## src/rtl/uart_pkg.sv

```systemverilog
// Shared constants and types for the UART console transmit path.
package uart_pkg;

    localparam int unsigned DATA_W         = 8;
    localparam int unsigned DIGIT_W        = 6;
    localparam int unsigned IDX_W          = 4;
    localparam int unsigned FRAME_LEN_CRLF = 10;
    localparam int unsigned FRAME_LEN_BARE = 8;

    localparam logic [DATA_W-1:0] ASCII_ZERO  = 8'h30;
    localparam logic [DATA_W-1:0] ASCII_COLON = 8'h3A;
    localparam logic [DATA_W-1:0] ASCII_CR    = 8'h0D;
    localparam logic [DATA_W-1:0] ASCII_LF    = 8'h0A;

    typedef enum logic [2:0] {
        ST_IDLE       = 3'd0,
        ST_ISSUE_ECHO = 3'd1,
        ST_ISSUE_RPT  = 3'd2,
        ST_WAIT       = 3'd3,
        ST_GAP        = 3'd4
    } sched_state_e;

    typedef struct packed {
        logic [DATA_W-1:0] tens;
        logic [DATA_W-1:0] ones;
    } ascii_pair_t;

endpackage

```

## src/rtl/uart_tx_sched_if.sv

```systemverilog
// Byte handshake between the transmit scheduler and the UART TX core.
interface uart_tx_sched_if;
    import uart_pkg::*;

    logic              tx_start;
    logic [DATA_W-1:0] tx_data;
    logic              tx_busy;
    logic              tx_done;

    modport master (output tx_start, output tx_data, input tx_busy, input tx_done);
    modport slave  (input tx_start, input tx_data, output tx_busy, output tx_done);

endinterface

```

## src/rtl/bin2ascii2.sv

```systemverilog
// Splits a 0..63 value into two ASCII decimal digits using repeated subtraction.
module bin2ascii2
    import uart_pkg::*;
(
    input  logic [DIGIT_W-1:0] value,
    output ascii_pair_t        digits_c
);

    logic [DIGIT_W-1:0] rem;
    logic [3:0]         tens;

    always_comb begin
        rem  = value;
        tens = 4'd0;
        for (int i = 0; i < 6; i++) begin
            if (rem >= 6'd10) begin
                rem  = rem - 6'd10;
                tens = tens + 4'd1;
            end
        end
        digits_c.tens = ASCII_ZERO + 8'(tens);
        digits_c.ones = ASCII_ZERO + 8'(rem);
    end

endmodule

```

## src/rtl/uart_tx_sched.sv

```systemverilog
// Shares one UART transmitter between a receive echo and an atomic HH:MM:SS time report.
module uart_tx_sched
    import uart_pkg::*;
#(
    parameter bit ECHO_EN = 1'b1,
    parameter bit CRLF_EN = 1'b1
) (
    input  logic               clk,
    input  logic               rst_n,
    input  logic [DATA_W-1:0]  rx_data,
    input  logic               rx_done,
    input  logic               report_req,
    input  logic [4:0]         hour,
    input  logic [DIGIT_W-1:0] min,
    input  logic [DIGIT_W-1:0] sec,
    uart_tx_sched_if.master    tx,
    output logic               sched_busy,
    output logic               echo_drop,
    output logic               report_drop
);

    localparam int unsigned      FRAME_LEN = CRLF_EN ? FRAME_LEN_CRLF : FRAME_LEN_BARE;
    localparam logic [IDX_W-1:0] LAST_IDX  = IDX_W'(FRAME_LEN - 1);

    sched_state_e       state, next_state;
    logic               echo_valid, report_pend, in_frame;
    logic [DATA_W-1:0]  echo_byte;
    logic [IDX_W-1:0]   idx, idx_sel;
    logic [4:0]         snap_hour;
    logic [DIGIT_W-1:0] snap_min, snap_sec;
    logic [DIGIT_W-1:0] conv_hour, conv_min, conv_sec;
    ascii_pair_t        hour_c, min_c, sec_c;
    logic [DATA_W-1:0]  frame_byte_c;
    logic               echo_take, rpt_take;
    logic               tx_start_q, tx_start_nxt;
    logic [DATA_W-1:0]  tx_data_q, tx_data_nxt;
    logic               sched_busy_nxt, echo_drop_nxt, report_drop_nxt;

    assign tx.tx_start = tx_start_q;
    assign tx.tx_data  = tx_data_q;

    always_ff @(posedge clk or negedge rst_n) begin
        if (!rst_n) state <= ST_IDLE;
        else        state <= next_state;
    end

    always_comb begin
        next_state = state;
        unique case (state)
            ST_IDLE: begin
                if (!tx.tx_busy) begin
                    if (echo_valid)       next_state = ST_ISSUE_ECHO;
                    else if (report_pend) next_state = ST_ISSUE_RPT;
                end
            end
            ST_ISSUE_ECHO, ST_ISSUE_RPT: next_state = ST_WAIT;
            ST_WAIT: begin
                if (tx.tx_done) next_state = (in_frame && idx < LAST_IDX) ? ST_GAP : ST_IDLE;
            end
            ST_GAP: begin
                if (!tx.tx_busy) next_state = ST_ISSUE_RPT;
            end
            default: next_state = ST_IDLE;
        endcase
    end

    assign echo_take = (state == ST_IDLE) && (next_state == ST_ISSUE_ECHO);
    assign rpt_take  = (state == ST_IDLE) && (next_state == ST_ISSUE_RPT);

    // The first frame byte is issued on the snapshot edge, so convert live time while idle.
    assign conv_hour = (state == ST_IDLE) ? {1'b0, hour} : {1'b0, snap_hour};
    assign conv_min  = (state == ST_IDLE) ? min : snap_min;
    assign conv_sec  = (state == ST_IDLE) ? sec : snap_sec;
    assign idx_sel   = (state == ST_IDLE) ? '0 : idx;

    bin2ascii2 u_hour (.value(conv_hour), .digits_c(hour_c));
    bin2ascii2 u_min  (.value(conv_min),  .digits_c(min_c));
    bin2ascii2 u_sec  (.value(conv_sec),  .digits_c(sec_c));

    always_comb begin
        frame_byte_c = ASCII_LF;
        case (idx_sel)
            4'd0:    frame_byte_c = hour_c.tens;
            4'd1:    frame_byte_c = hour_c.ones;
            4'd2:    frame_byte_c = ASCII_COLON;
            4'd3:    frame_byte_c = min_c.tens;
            4'd4:    frame_byte_c = min_c.ones;
            4'd5:    frame_byte_c = ASCII_COLON;
            4'd6:    frame_byte_c = sec_c.tens;
            4'd7:    frame_byte_c = sec_c.ones;
            4'd8:    frame_byte_c = ASCII_CR;
            default: frame_byte_c = ASCII_LF;
        endcase
    end

    always_comb begin
        tx_start_nxt    = 1'b0;
        tx_data_nxt     = tx_data_q;
        sched_busy_nxt  = (next_state != ST_IDLE);
        echo_drop_nxt   = ECHO_EN && rx_done && echo_valid && !echo_take;
        report_drop_nxt = report_req && report_pend && !rpt_take;
        unique case (next_state)
            ST_ISSUE_ECHO: begin
                tx_start_nxt = 1'b1;
                tx_data_nxt  = echo_byte;
            end
            ST_ISSUE_RPT: begin
                tx_start_nxt = 1'b1;
                tx_data_nxt  = frame_byte_c;
            end
            default: ;
        endcase
    end

    always_ff @(posedge clk or negedge rst_n) begin
        if (!rst_n) begin
            tx_start_q  <= 1'b0;
            tx_data_q   <= '0;
            sched_busy  <= 1'b0;
            echo_drop   <= 1'b0;
            report_drop <= 1'b0;
        end else begin
            tx_start_q  <= tx_start_nxt;
            tx_data_q   <= tx_data_nxt;
            sched_busy  <= sched_busy_nxt;
            echo_drop   <= echo_drop_nxt;
            report_drop <= report_drop_nxt;
        end
    end

    // Echo buffer, report flag, frame index and time snapshot.
    always_ff @(posedge clk or negedge rst_n) begin
        if (!rst_n) begin
            echo_valid  <= 1'b0;
            echo_byte   <= '0;
            report_pend <= 1'b0;
            in_frame    <= 1'b0;
            idx         <= '0;
            snap_hour   <= '0;
            snap_min    <= '0;
            snap_sec    <= '0;
        end else begin
            if (ECHO_EN && rx_done) begin
                echo_byte  <= rx_data;
                echo_valid <= 1'b1;
            end else if (echo_take) begin
                echo_valid <= 1'b0;
            end

            if (report_req)    report_pend <= 1'b1;
            else if (rpt_take) report_pend <= 1'b0;

            if (rpt_take) begin
                snap_hour <= hour;
                snap_min  <= min;
                snap_sec  <= sec;
                idx       <= '0;
                in_frame  <= 1'b1;
            end else if (state == ST_WAIT && next_state == ST_GAP) begin
                idx <= idx + IDX_W'(1);
            end else if (state == ST_WAIT && next_state == ST_IDLE) begin
                in_frame <= 1'b0;
            end
        end
    end

endmodule

```

## src/flat_wrapper.sv

```systemverilog
// flat-port wrapper written by rule: the top's interface ports become plain ports
module uart_tx_sched_flat import uart_pkg::*;
#(
    parameter bit ECHO_EN = 1'b1,
    parameter bit CRLF_EN = 1'b1
)
  (clk, rst_n, rx_data, rx_done, report_req, hour, min, sec, sched_busy, echo_drop, report_drop, tx_tx_start, tx_tx_data, tx_tx_busy, tx_tx_done);
  uart_tx_sched_if tx_i ();
  input  logic clk;
  input  logic rst_n;
  input  logic [DATA_W-1:0] rx_data;
  input  logic rx_done;
  input  logic report_req;
  input  logic [4:0] hour;
  input  logic [DIGIT_W-1:0] min;
  input  logic [DIGIT_W-1:0] sec;
  output logic sched_busy;
  output logic echo_drop;
  output logic report_drop;
  output wire logic [$bits(tx_i.tx_start)-1:0] tx_tx_start;
  output wire logic [$bits(tx_i.tx_data)-1:0] tx_tx_data;
  input wire logic [$bits(tx_i.tx_busy)-1:0] tx_tx_busy;
  input wire logic [$bits(tx_i.tx_done)-1:0] tx_tx_done;
  assign tx_tx_start = tx_i.tx_start;
  assign tx_tx_data = tx_i.tx_data;
  assign tx_i.tx_busy = tx_tx_busy;
  assign tx_i.tx_done = tx_tx_done;
  uart_tx_sched #(.ECHO_EN(ECHO_EN), .CRLF_EN(CRLF_EN)) u_core (.clk(clk), .rst_n(rst_n), .rx_data(rx_data), .rx_done(rx_done), .report_req(report_req), .hour(hour), .min(min), .sec(sec), .tx(tx_i), .sched_busy(sched_busy), .echo_drop(echo_drop), .report_drop(report_drop));
endmodule
```

## config.mk

```make
export PLATFORM = sky130hd
export DESIGN_NAME = uart_tx_sched_flat
export DESIGN_NICKNAME = d
export VERILOG_FILES = /design/src/rtl/uart_pkg.sv /design/src/rtl/uart_tx_sched_if.sv /design/src/rtl/bin2ascii2.sv /design/src/rtl/uart_tx_sched.sv /design/src/flat_wrapper.sv
export SDC_FILE = /design/constraint.sdc
export NUM_CORES = 1
export LEC_CHECK = 0
export ABC_AREA = 1
export CAP_MARGIN = 20
export CELL_PAD_IN_SITES_DETAIL_PLACEMENT = 0
export CELL_PAD_IN_SITES_GLOBAL_PLACEMENT = 2
export CORE_MARGIN = 2
export CORE_UTILIZATION = 33
export DETAILED_ROUTE_END_ITERATION = 6
export HOLD_SLACK_MARGIN = 0.02
export PLACE_DENSITY_LB_ADDON = 0.25
export SLEW_MARGIN = 20
export SYNTH_ARGS = -nofsm -noshare
export SYNTH_HDL_FRONTEND = slang
export SYNTH_SLANG_ARGS = --single-unit
```

## constraint.sdc

```tcl
create_clock -name clk -period 6.7 [get_ports clk]
set_input_delay 2.01 -clock clk [delete_from_list [all_inputs] [get_ports clk]]
set_output_delay 2.01 -clock clk [all_outputs]
set_load 0.005 [all_outputs]
```

==> impl_metrics.yaml, run 1 <==
outcome:
  status: "finished, violations left"
  violations: "setup timing"
logic_synthesis:
  ys_async_sr_fraction_pct: 100
  synth_edf_count: 0
  synth.area.top_cells: "dfrtp_1 (21%), nand2_1 (16%), inv_1 (8.0%)"
  yosysWarningCount: 0
  synth.most_common_cell: "nand2_1"
  synth_top_area_share_pct: 21.4
  syn_inst: 838
  synth_nets: 900
  synth_common_cells: "nand2_1 (233), inv_1 (117), nand3_1 (56)"
  yosysTopAreaCell: "dfrtp_1"
  syn_area_per_cell_um2: 6.56
  synth_seq_cells: 47
  syn_area_um2: 5500
  synthFlopType: "dfrtp_1"
  synthDistinctLibCells: 54
  seq_area_frac_synth_pct: 21.4
sta:
  tightest_slew_ns: 0.810
  post-route-min-period_ns: 7.01
  fin_skew_ns: 0.00409
  setup_ws_ns: -0.309
  hold_ws_ns: 0.478
  hold_viol_final: 0
  fin_crit_sh_pct: 105
  drv_slew: 0
  max_freq_ghz: 0.143
  rsz0062_at_grt: "true"
  setup_viol: 7
  slew_headroom_pct: 45.9
clock_network:
  cts_hold_buf: 0
  clkLatencyLatePin_ns: 0.29
  cts_sinks: 47
  cts_max_path_buffers: 2
  clkTransAtPathRegs_ns: 0.07
  cts_tree: "done"
  h-tree-depth: 2
  cts_made_buffers: 5
  cts_root_buffer: "clkbuf_16"
setup_path:
  cp.arrival_ns: 7.23
  rr_worst_depth: 57
  cp_common_cell: "nand2_2"
  critPathKind: "input port to register"
  worstPathRequired_ns: 6.92
  cpPeakStageDelay_ns: 0.28
  end_kind: "register"
  cp-startpoint: "hour[1]"
  cp_max_fo: 4
  rr_startpoint: "u_core.state[0]$_DFF_PN0_"
  cpMaxStageDelayCell: "ha_1"
  cp-start-kind: "input port"
hold_path:
  hold_path_class: "register to register"
  min-delay-start: "u_core.echo_byte[6]$_DFFE_PN0P_"
  worstHoldPathCells: 2
place:
  dpl_cell_area_um2: 7040
  portBuffers: 42
  place_congestion: 0.845
  hpwlAfterDp_um: 12300
  dp_slack_ns: -1.10
route:
  avgRoutedWirePerCell_um: 12.3
  firstDrtPassIters: 4
  wirelength_um: 15200
  drc: 0
  drt_iter0_drc: 224
  num_vias: 5770
  final_antenna_net_count: 0
  viasPerCell: 4.68
finish:
  nets: 1074
  antenna_cells: 0
  utilization_pct: 46.2
  fin_area_um2: 7580
  syn_to_final_growth_pct: 38.0
  layout-drive-gt1-share_pct: 31.0
global_route:
  grt_pass1_vias: 5635
  grt_usage_pct: 17.3
  antenna_found_initial: 0
  gr-total-overflow: 0
  grt_max_degree: 48
  grt_pass1_wl_um: 25800
floorplan:
  io_pins: 43
  die_y_um: 133
  row_count: 47
  start_util_pct: 33.5
  fp.coreArea_um2: 16400
  die_w_um: 133
  dieArea_um2: 17700
job:
  drv_cap: 0
==> what timing repair did <==
action | 4_1_cts | 5_1_grt
endpoints found under the setup margin | 7 | 7
buffers inserted | 25 | 4
gates resized for setup | 39 | 18
pin swaps | 43 | 39
==> placed cells by master, fill, tap and decap left out, types with 17 or more instances in the layout <==
master,Yosys,final
dfrtp_1,47,47
nand3_1,56,47
buf_4,0,130
nand2_1,233,221
clkdlybuf4s50_1,0,36
nor2_1,44,41
nand2_2,40,45
a21oi_1,23,21
xor2_1,18,17
inv_1,117,104
nand4_1,28,28
o21ai_0,54,50
ha_1,31,24
inv_2,22,34
==> through the flow <==
stage / setup TNS, ns / instances
after floorplan: -1.21 / 838
after global placement: -5.48 / 1196
after detailed placement: -6.76 / 1196
after CTS: -0.916 / 1229
after global routing: -3.88 / 1233
final: -1.22 / 1233
==> critical path, delay by kind of cell <==
| family | cells | cell delay, ns |
|---|---|---|
| adder cells (fa/ha/maj) | 6 | 1.01 |
| AO/OA/AOI/OAI | 4 | 0.47 |
| buffers and inverters | 14 | 1.06 |
| AND/OR/NAND/NOR | 31 | 2.66 |
==> layer usage <==
| metal | GRT usage (%) | vias up | wire length [um] |
|---|---|---|---|
| met4 | 2.69 | 0 | 165 |
| met2 | 30.7 | 78 | 7430 |
| met5 | 0 | - | 0 |
| met3 | 1.69 | 18 | 373 |
| met1 | 23.2 | 2631 | 7240 |
| li1 | - | 3043 | - |
==> final timing paths <==
kind | end | slack, ns
setup / recovery | u_core.tx.tx_data[5]$_DFFE_PN0P_ | -0.31
hold / removal | u_core.echo_byte[6]$_DFFE_PN0P_ | 0.48
setup reg to reg | u_core.tx.tx_data[5]$_DFFE_PN0P_ | 0.56
hold reg to reg | u_core.echo_byte[6]$_DFFE_PN0P_ | 0.48
max in group asynchronous | u_core.state[0]$_DFF_PN0_ | 4.54
min in group asynchronous | u_core.snap_min[2]$_DFFE_PN0P_ | 1.74
==> cell type report <==
type	instances	area (um2)
clock buffers	5	125
repair buffers	175	1430
multi-input cells	642	4010
clock inverters	3	22.5
well taps	220	275
inverters	141	542
fillers	1691	8820
flip-flops and latches	47	1180
==> sequential cells by signal, summed over array words and instances (netlist names), 3 cells and up <==
name	cells
u_core.snap_hour	5
u_core.idx	4
u_core.snap_min	6
u_core.echo_byte	8
u_core.state	3
u_core.tx.tx_data	8
u_core.snap_sec	6
==> cell families after synthesis <==
| kind of cell | after synthesis | synth area share, % |
|---|---|---|
| flops | 47 | 21.4 |
| simple gates | 468 | 43.6 |
| fa+ha+maj | 31 | 7.06 |
| compound gates | 119 | 12.7 |
| buf+inv | 149 | 10.6 |
| xor+xnor | 24 | 4.58 |
Power of run 1 is not shown: default switching activity piles up to over one toggle a cycle in this logic, so the estimate is an artifact.
==> run 2, diff against run 1 <==
--- a/config.mk
+++ b/config.mk
@@ -10,10 +10,12 @@
 export CELL_PAD_IN_SITES_DETAIL_PLACEMENT = 0
 export CELL_PAD_IN_SITES_GLOBAL_PLACEMENT = 2
 export CORE_MARGIN = 2
-export CORE_UTILIZATION = 33
+export CORE_UTILIZATION = 36
 export DETAILED_ROUTE_END_ITERATION = 6
+export DONT_BUFFER_PORTS = 1
 export HOLD_SLACK_MARGIN = 0.02
 export PLACE_DENSITY_LB_ADDON = 0.25
+export SKIP_CTS_REPAIR_TIMING = 1
 export SLEW_MARGIN = 20
 export SYNTH_ARGS = -nofsm -noshare
 export SYNTH_HDL_FRONTEND = slang
==> run 2 against run 1 <==
The flow still finishes with violations (setup timing). First-iteration DRC count down 18%. Hold slack better by 0.0022 ns. Core utilization down 0.36 points. Final cell count down 9.2%. Worst setup slack better by 0.094 ns. Count of clock-buffer cells in the layout up 1. Routed wire length down 5.3%. Design area down 9.1%. Sequential share of layout area up 1.6 points. Critical path depth down 2. Die area down 8.1%. Critical path type unchanged. Critical endpoint unchanged. Largest cell class unchanged.
==> impl_metrics.yaml, run 2 (same netlist as run 1, synthesis figures left out) <==
floorplan:
  dieArea_um2: 16300
  fp.coreArea_um2: 15000
  start_util_pct: 36.6
  die_w_um: 128
  die_y_um: 128
  row_count: 45
  io_pins: 43
clock_network:
  cts_tree: "done"
  clkLatencyLatePin_ns: 0.30
  h-tree-depth: 2
  clkTransAtPathRegs_ns: 0.07
  cts_made_buffers: 5
  cts_sinks: 47
  cts_max_path_buffers: 2
  cts_root_buffer: "clkbuf_16"
route:
  final_antenna_net_count: 0
  drc: 0
  viasPerCell: 4.88
  drt_iter0_drc: 184
  avgRoutedWirePerCell_um: 12.9
  firstDrtPassIters: 5
  wirelength_um: 14400
  num_vias: 5463
sta:
  fin_skew_ns: 0.00998
  setup_viol: 6
  slew_headroom_pct: 45.7
  post-route-min-period_ns: 6.91
  tightest_slew_ns: 0.812
  drv_slew: 0
  setup_ws_ns: -0.214
  hold_viol_final: 0
  max_freq_ghz: 0.145
  rsz0062_at_grt: "true"
  fin_crit_sh_pct: 103
finish:
  fin_cells: 1120
  utilization_pct: 45.9
  layout-drive-gt1-share_pct: 29.0
  antenna_cells: 0
  final_common_cell: "nand2_1"
  nets: 993
  syn_to_final_growth_pct: 25.4
  mostFrequentLayoutCells: "nand2_1 (220), inv_1 (103), buf_4 (85)"
global_route:
  grt_usage_pct: 18.0
  gr-total-overflow: 0
  grt_pass1_vias: 5213
  antenna_found_initial: 0
  grt_max_degree: 48
  grt_pass1_wl_um: 24400
  grt.met3_usage_pct: 2.55
  grt_util_met1_pct: 24.3
  busiest_layer: "met2"
  grt_util_met2_pct: 31.1
setup_path:
  regToRegEndpoint: "u_core.tx.tx_data[5]$_DFFE_PN0P_"
  critical_path_depth: 53
  cp-start-kind: "input port"
  r2r_setup_slack_ns: 0.51
  critPathKind: "input port to register"
  cp_common_cell: "nand2_2"
  cpPeakStageDelay_ns: 0.30
  cp.arrival_ns: 7.14
  rr_startpoint: "u_core.state[0]$_DFF_PN0_"
  cpMaxStageDelayCell: "ha_1"
  rr_worst_depth: 54
  end_kind: "register"
  crit_buf_inv: 10
  cp_top_family: "simple AND/OR/NAND/NOR gates"
  worstPathRequired_ns: 6.93
  cp_max_fo: 4
job:
  drv_cap: 0
hold_path:
  min-delay-start: "u_core.snap_min[0]$_DFFE_PN0P_"
  whs_endpoint: "u_core.snap_min[0]$_DFFE_PN0P_"
  worstHoldPathCells: 2
  hold_path_class: "register to register"
outcome:
  violations: "setup timing"
  status: "finished, violations left"
place:
  portBuffers: 0
  dp.cells: 1095
  place_congestion: 0.872
  hpwlAfterDp_um: 11800
==> run 2: area by class of cell <==
cell class,count,area (um2)
clock buffer,6,139
clock inverter,2,13.8
fill,1575,8140
inverter,141,563
multi-input combinational,642,4020
sequential,47,1180
tap,188,235
timing repair buffer,94,748
==> run 2: routing by layer <==
| metal | up-vias | wire length [um] |
|---|---|---|
| met3 | 9 | 370 |
| met5 | - | 0 |
| met4 | 0 | 102 |
| met1 | 2522 | 7050 |
| met2 | 53 | 6890 |
| li1 | 2879 | - |
==> run 2: through the flow <==
| stage | setup slack, ns | area (um2) | hold slack, ns | setup TNS [ns] |
|---|---|---|---|---|
| floorplan | -0.458 | 5620 | 0.437 | -1.21 |
| global placement | -0.359 | 6380 | 0.453 | -1.57 |
| detailed placement | -0.620 | 6380 | 0.465 | -3.20 |
| CTS | -0.307 | 6530 | 0.484 | -1.05 |
| global route | -0.575 | 6890 | 0.499 | -2.85 |
| finish | -0.214 | 6890 | 0.480 | -0.436 |
==> run 2: worst min-delay path: stages (launching register included) <==
cell	delay [ns]
dfrtp_1	0.35
nand2_1	0.05
nand2_1	0.05
==> run 2: worst max path at each step <==
stage / startpoint / end / slack [ns]
3_5_place_dp: hour[2] / u_core.tx.tx_data[5]$_DFFE_PN0P_ / -0.62
5_1_grt: hour[2] / u_core.tx.tx_data[5]$_DFFE_PN0P_ / -0.57
4_1_cts: hour[2] / u_core.tx.tx_data[5]$_DFFE_PN0P_ / -0.31
3_3_place_gp: hour[2] / u_core.tx.tx_data[5]$_DFFE_PN0P_ / -0.36
2_1_floorplan: hour[1] / u_core.tx.tx_data[5]$_DFFE_PN0P_ / -0.46
6_report: hour[1] / u_core.tx.tx_data[5]$_DFFE_PN0P_ / -0.21
Power of run 2 is left out for the same reason.
==> run 3, diff against run 2 <==
--- a/config.mk
+++ b/config.mk
@@ -5,14 +5,14 @@
 export SDC_FILE = /design/constraint.sdc
 export NUM_CORES = 1
 export LEC_CHECK = 0
-export ABC_AREA = 1
 export CAP_MARGIN = 20
 export CELL_PAD_IN_SITES_DETAIL_PLACEMENT = 0
 export CELL_PAD_IN_SITES_GLOBAL_PLACEMENT = 2
 export CORE_MARGIN = 2
-export CORE_UTILIZATION = 36
+export CORE_UTILIZATION = 39
 export DETAILED_ROUTE_END_ITERATION = 6
 export DONT_BUFFER_PORTS = 1
+export GPL_ROUTABILITY_DRIVEN = 0
 export HOLD_SLACK_MARGIN = 0.02
 export PLACE_DENSITY_LB_ADDON = 0.25
 export SKIP_CTS_REPAIR_TIMING = 1
==> run 3 against run 2 <==
The flow still finishes with violations (setup timing). Synthesized cell count decreased by 11%. Core utilization increased by 5.8 points. Sequential cell count unchanged. Area after synthesis increased by 5.1%. Non-clock buffer count increased by 56. Critical endpoint unchanged.
==> impl_metrics.yaml, run 3 <==
route:
  wirelength_um: 16800
  firstDrtPassIters: 5
  drt_iter0_drc: 313
  drc: 0
  dr_wl_met2_um: 8450
  viasPerCell: 5.63
  route.met3.wl_um: 548
  avgRoutedWirePerCell_um: 15.8
  top_layer_used: "met4"
  num_vias: 5955
  final_antenna_net_count: 0
  drt-met1-wl_um: 7330
job:
  drv_cap: 0
logic_synthesis:
  synth_edf_count: 0
  synthDistinctLibCells: 91
  synth_seq_cells: 47
  syn_area_um2: 5780
  seq_area_frac_synth_pct: 20.4
  ys_async_sr_fraction_pct: 100
  synth_common_cells: "nand2_1 (118), nor2_1 (66), dfrtp_1 (47)"
  yosysWarningCount: 0
  synth_top_area_share_pct: 20.4
  synth_nets: 808
  syn_area_per_cell_um2: 7.75
  synthFlopType: "dfrtp_1"
  synth.most_common_cell: "nand2_1"
  syn_inst: 746
  synth.area.top_cells: "dfrtp_1 (20%), nand2_1 (7.7%), ha_1 (6.7%)"
  yosysTopAreaCell: "dfrtp_1"
finish:
  syn_to_final_growth_pct: 29.4
  fillers: 1385
  nets: 934
  layout-drive-gt1-share_pct: 30.1
  mostFrequentLayoutCells: "buf_4 (150), nand2_1 (113), nor2_1 (63)"
  utilization_pct: 51.6
  final_common_cell: "buf_4"
place:
  portBuffers: 0
  hpwlAfterDp_um: 13300
clock_network:
  cts_max_path_buffers: 2
  clkTransAtPathRegs_ns: 0.07
  cts_tree: "done"
  h-tree-depth: 2
  cts_made_buffers: 5
  cts_root_buffer: "clkbuf_16"
  clkLatencyLatePin_ns: 0.30
  cts_sinks: 47
floorplan:
  row_count: 44
  io_pins: 43
  fp.coreArea_um2: 14500
  dieArea_um2: 15800
  start_util_pct: 39.9
  die_y_um: 126
  die_w_um: 126
hold_path:
  hold_path_class: "register to register"
sta:
  drv_slew: 0
  rsz0062_at_grt: "true"
  slew_headroom_pct: 44.3
  setup_viol: 7
  setup_ws_ns: -1.25
  tightest_slew_ns: 0.835
  post-route-min-period_ns: 7.95
  fin_skew_ns: 0.00646
  hold_viol_final: 0
  fin_crit_sh_pct: 119
  max_freq_ghz: 0.126
setup_path:
  cpMaxStageDelayCell: "or4_4"
  worstPathRequired_ns: 6.92
  cp_max_fo: 5
  cpPeakStageDelay_ns: 0.53
  cp_common_cell: "ha_4"
  end_kind: "register"
  cp.arrival_ns: 8.17
  critPathKind: "input port to register"
  cp-start-kind: "input port"
outcome:
  status: "finished, violations left"
  violations: "setup timing"
global_route:
  grt_pass1_vias: 5829
  gr-total-overflow: 0
  antenna_found_initial: 1
  grt_usage_pct: 21.1
  grt_max_degree: 48
  grt_pass1_wl_um: 28100
[run 3: kinds of logic after synthesis]
| logic type | after synthesis | share of synthesized area, % |
|---|---|---|
| simple gates | 303 | 25.9 |
| flops | 47 | 20.4 |
| mux | 56 | 10.4 |
| buf+inv | 66 | 4.66 |
| xor+xnor | 45 | 7.32 |
| compound gates | 198 | 24.7 |
| fa+ha+maj | 31 | 6.71 |
[run 3: layout make-up]
class | count | area (um2) | share of cell area (%)
flip-flops and latches | 47 | 1180 | 15.7
clock inverters | 3 | 43.8 | 0.586
well taps | 184 | 230 | 3.08
repair buffers | 150 | 1130 | 15.1
inverters | 35 | 134 | 1.79
clock buffers | 5 | 125 | 1.67
multi-input cells | 633 | 4640 | 62.0
diodes | 1 | 2.50 | 0.0335
[run 3: worst max-delay path: cells and delay by family]
family / cells / cell delay [ns]
buffers and inverters: 3 / 0.21
XOR/XNOR: 1 / 0.15
adder cells (fa/ha/maj): 6 / 0.99
AND/OR/NAND/NOR: 17 / 2.74
AO/OA/AOI/OAI: 10 / 1.53
multiplexers: 2 / 0.53
[run 3: final timing paths]
check                                                     from                                to  slack (ns)  cells after the start
worst max-delay path                                   hour[0]  u_core.tx.tx_data[5]$_DFFE_PN0P_       -1.25                     39
worst min-delay path            u_core.snap_min[0]$_DFFE_PN0P_    u_core.snap_min[0]$_DFFE_PN0P_        0.48                      2
worst max register to register       u_core.state[0]$_DFF_PN0_  u_core.tx.tx_data[5]$_DFFE_PN0P_       -0.40                     42
worst min register to register  u_core.snap_min[0]$_DFFE_PN0P_    u_core.snap_min[0]$_DFFE_PN0P_        0.48                      2
max in group asynchronous                                rst_n   u_core.echo_byte[3]$_DFFE_PN0P_        5.20                      0
min in group asynchronous                                rst_n    u_core.snap_min[2]$_DFFE_PN0P_        1.40                      0
[run 3: per-layer routing]
metal	track usage, %	vias up
met3	2.68	31
met4	7.71	0
met2	37.3	109
met5	0	-
li1	-	2972
met1	26.4	2843
[run 3: metrics by stage]
| stage | setup WS, ns | hold slack [ns] | instances | area [um2] | TNS [ns] |
|---|---|---|---|---|---|
| final | -1.25 | 0.480 | 1058 | 7480 | -6.88 |
| after global routing | -1.53 | 0.533 | 1058 | 7480 | -8.70 |
| after CTS | -1.33 | 0.483 | 1042 | 7270 | -7.62 |
| after detailed placement | -1.62 | 0.462 | 1034 | 7100 | -9.72 |
| after global placement | -1.41 | 0.458 | 1034 | 7100 | -8.44 |
| after floorplan | -1.70 | 0.445 | 746 | 5980 | -9.49 |
Power of run 3 is left out for the same reason.
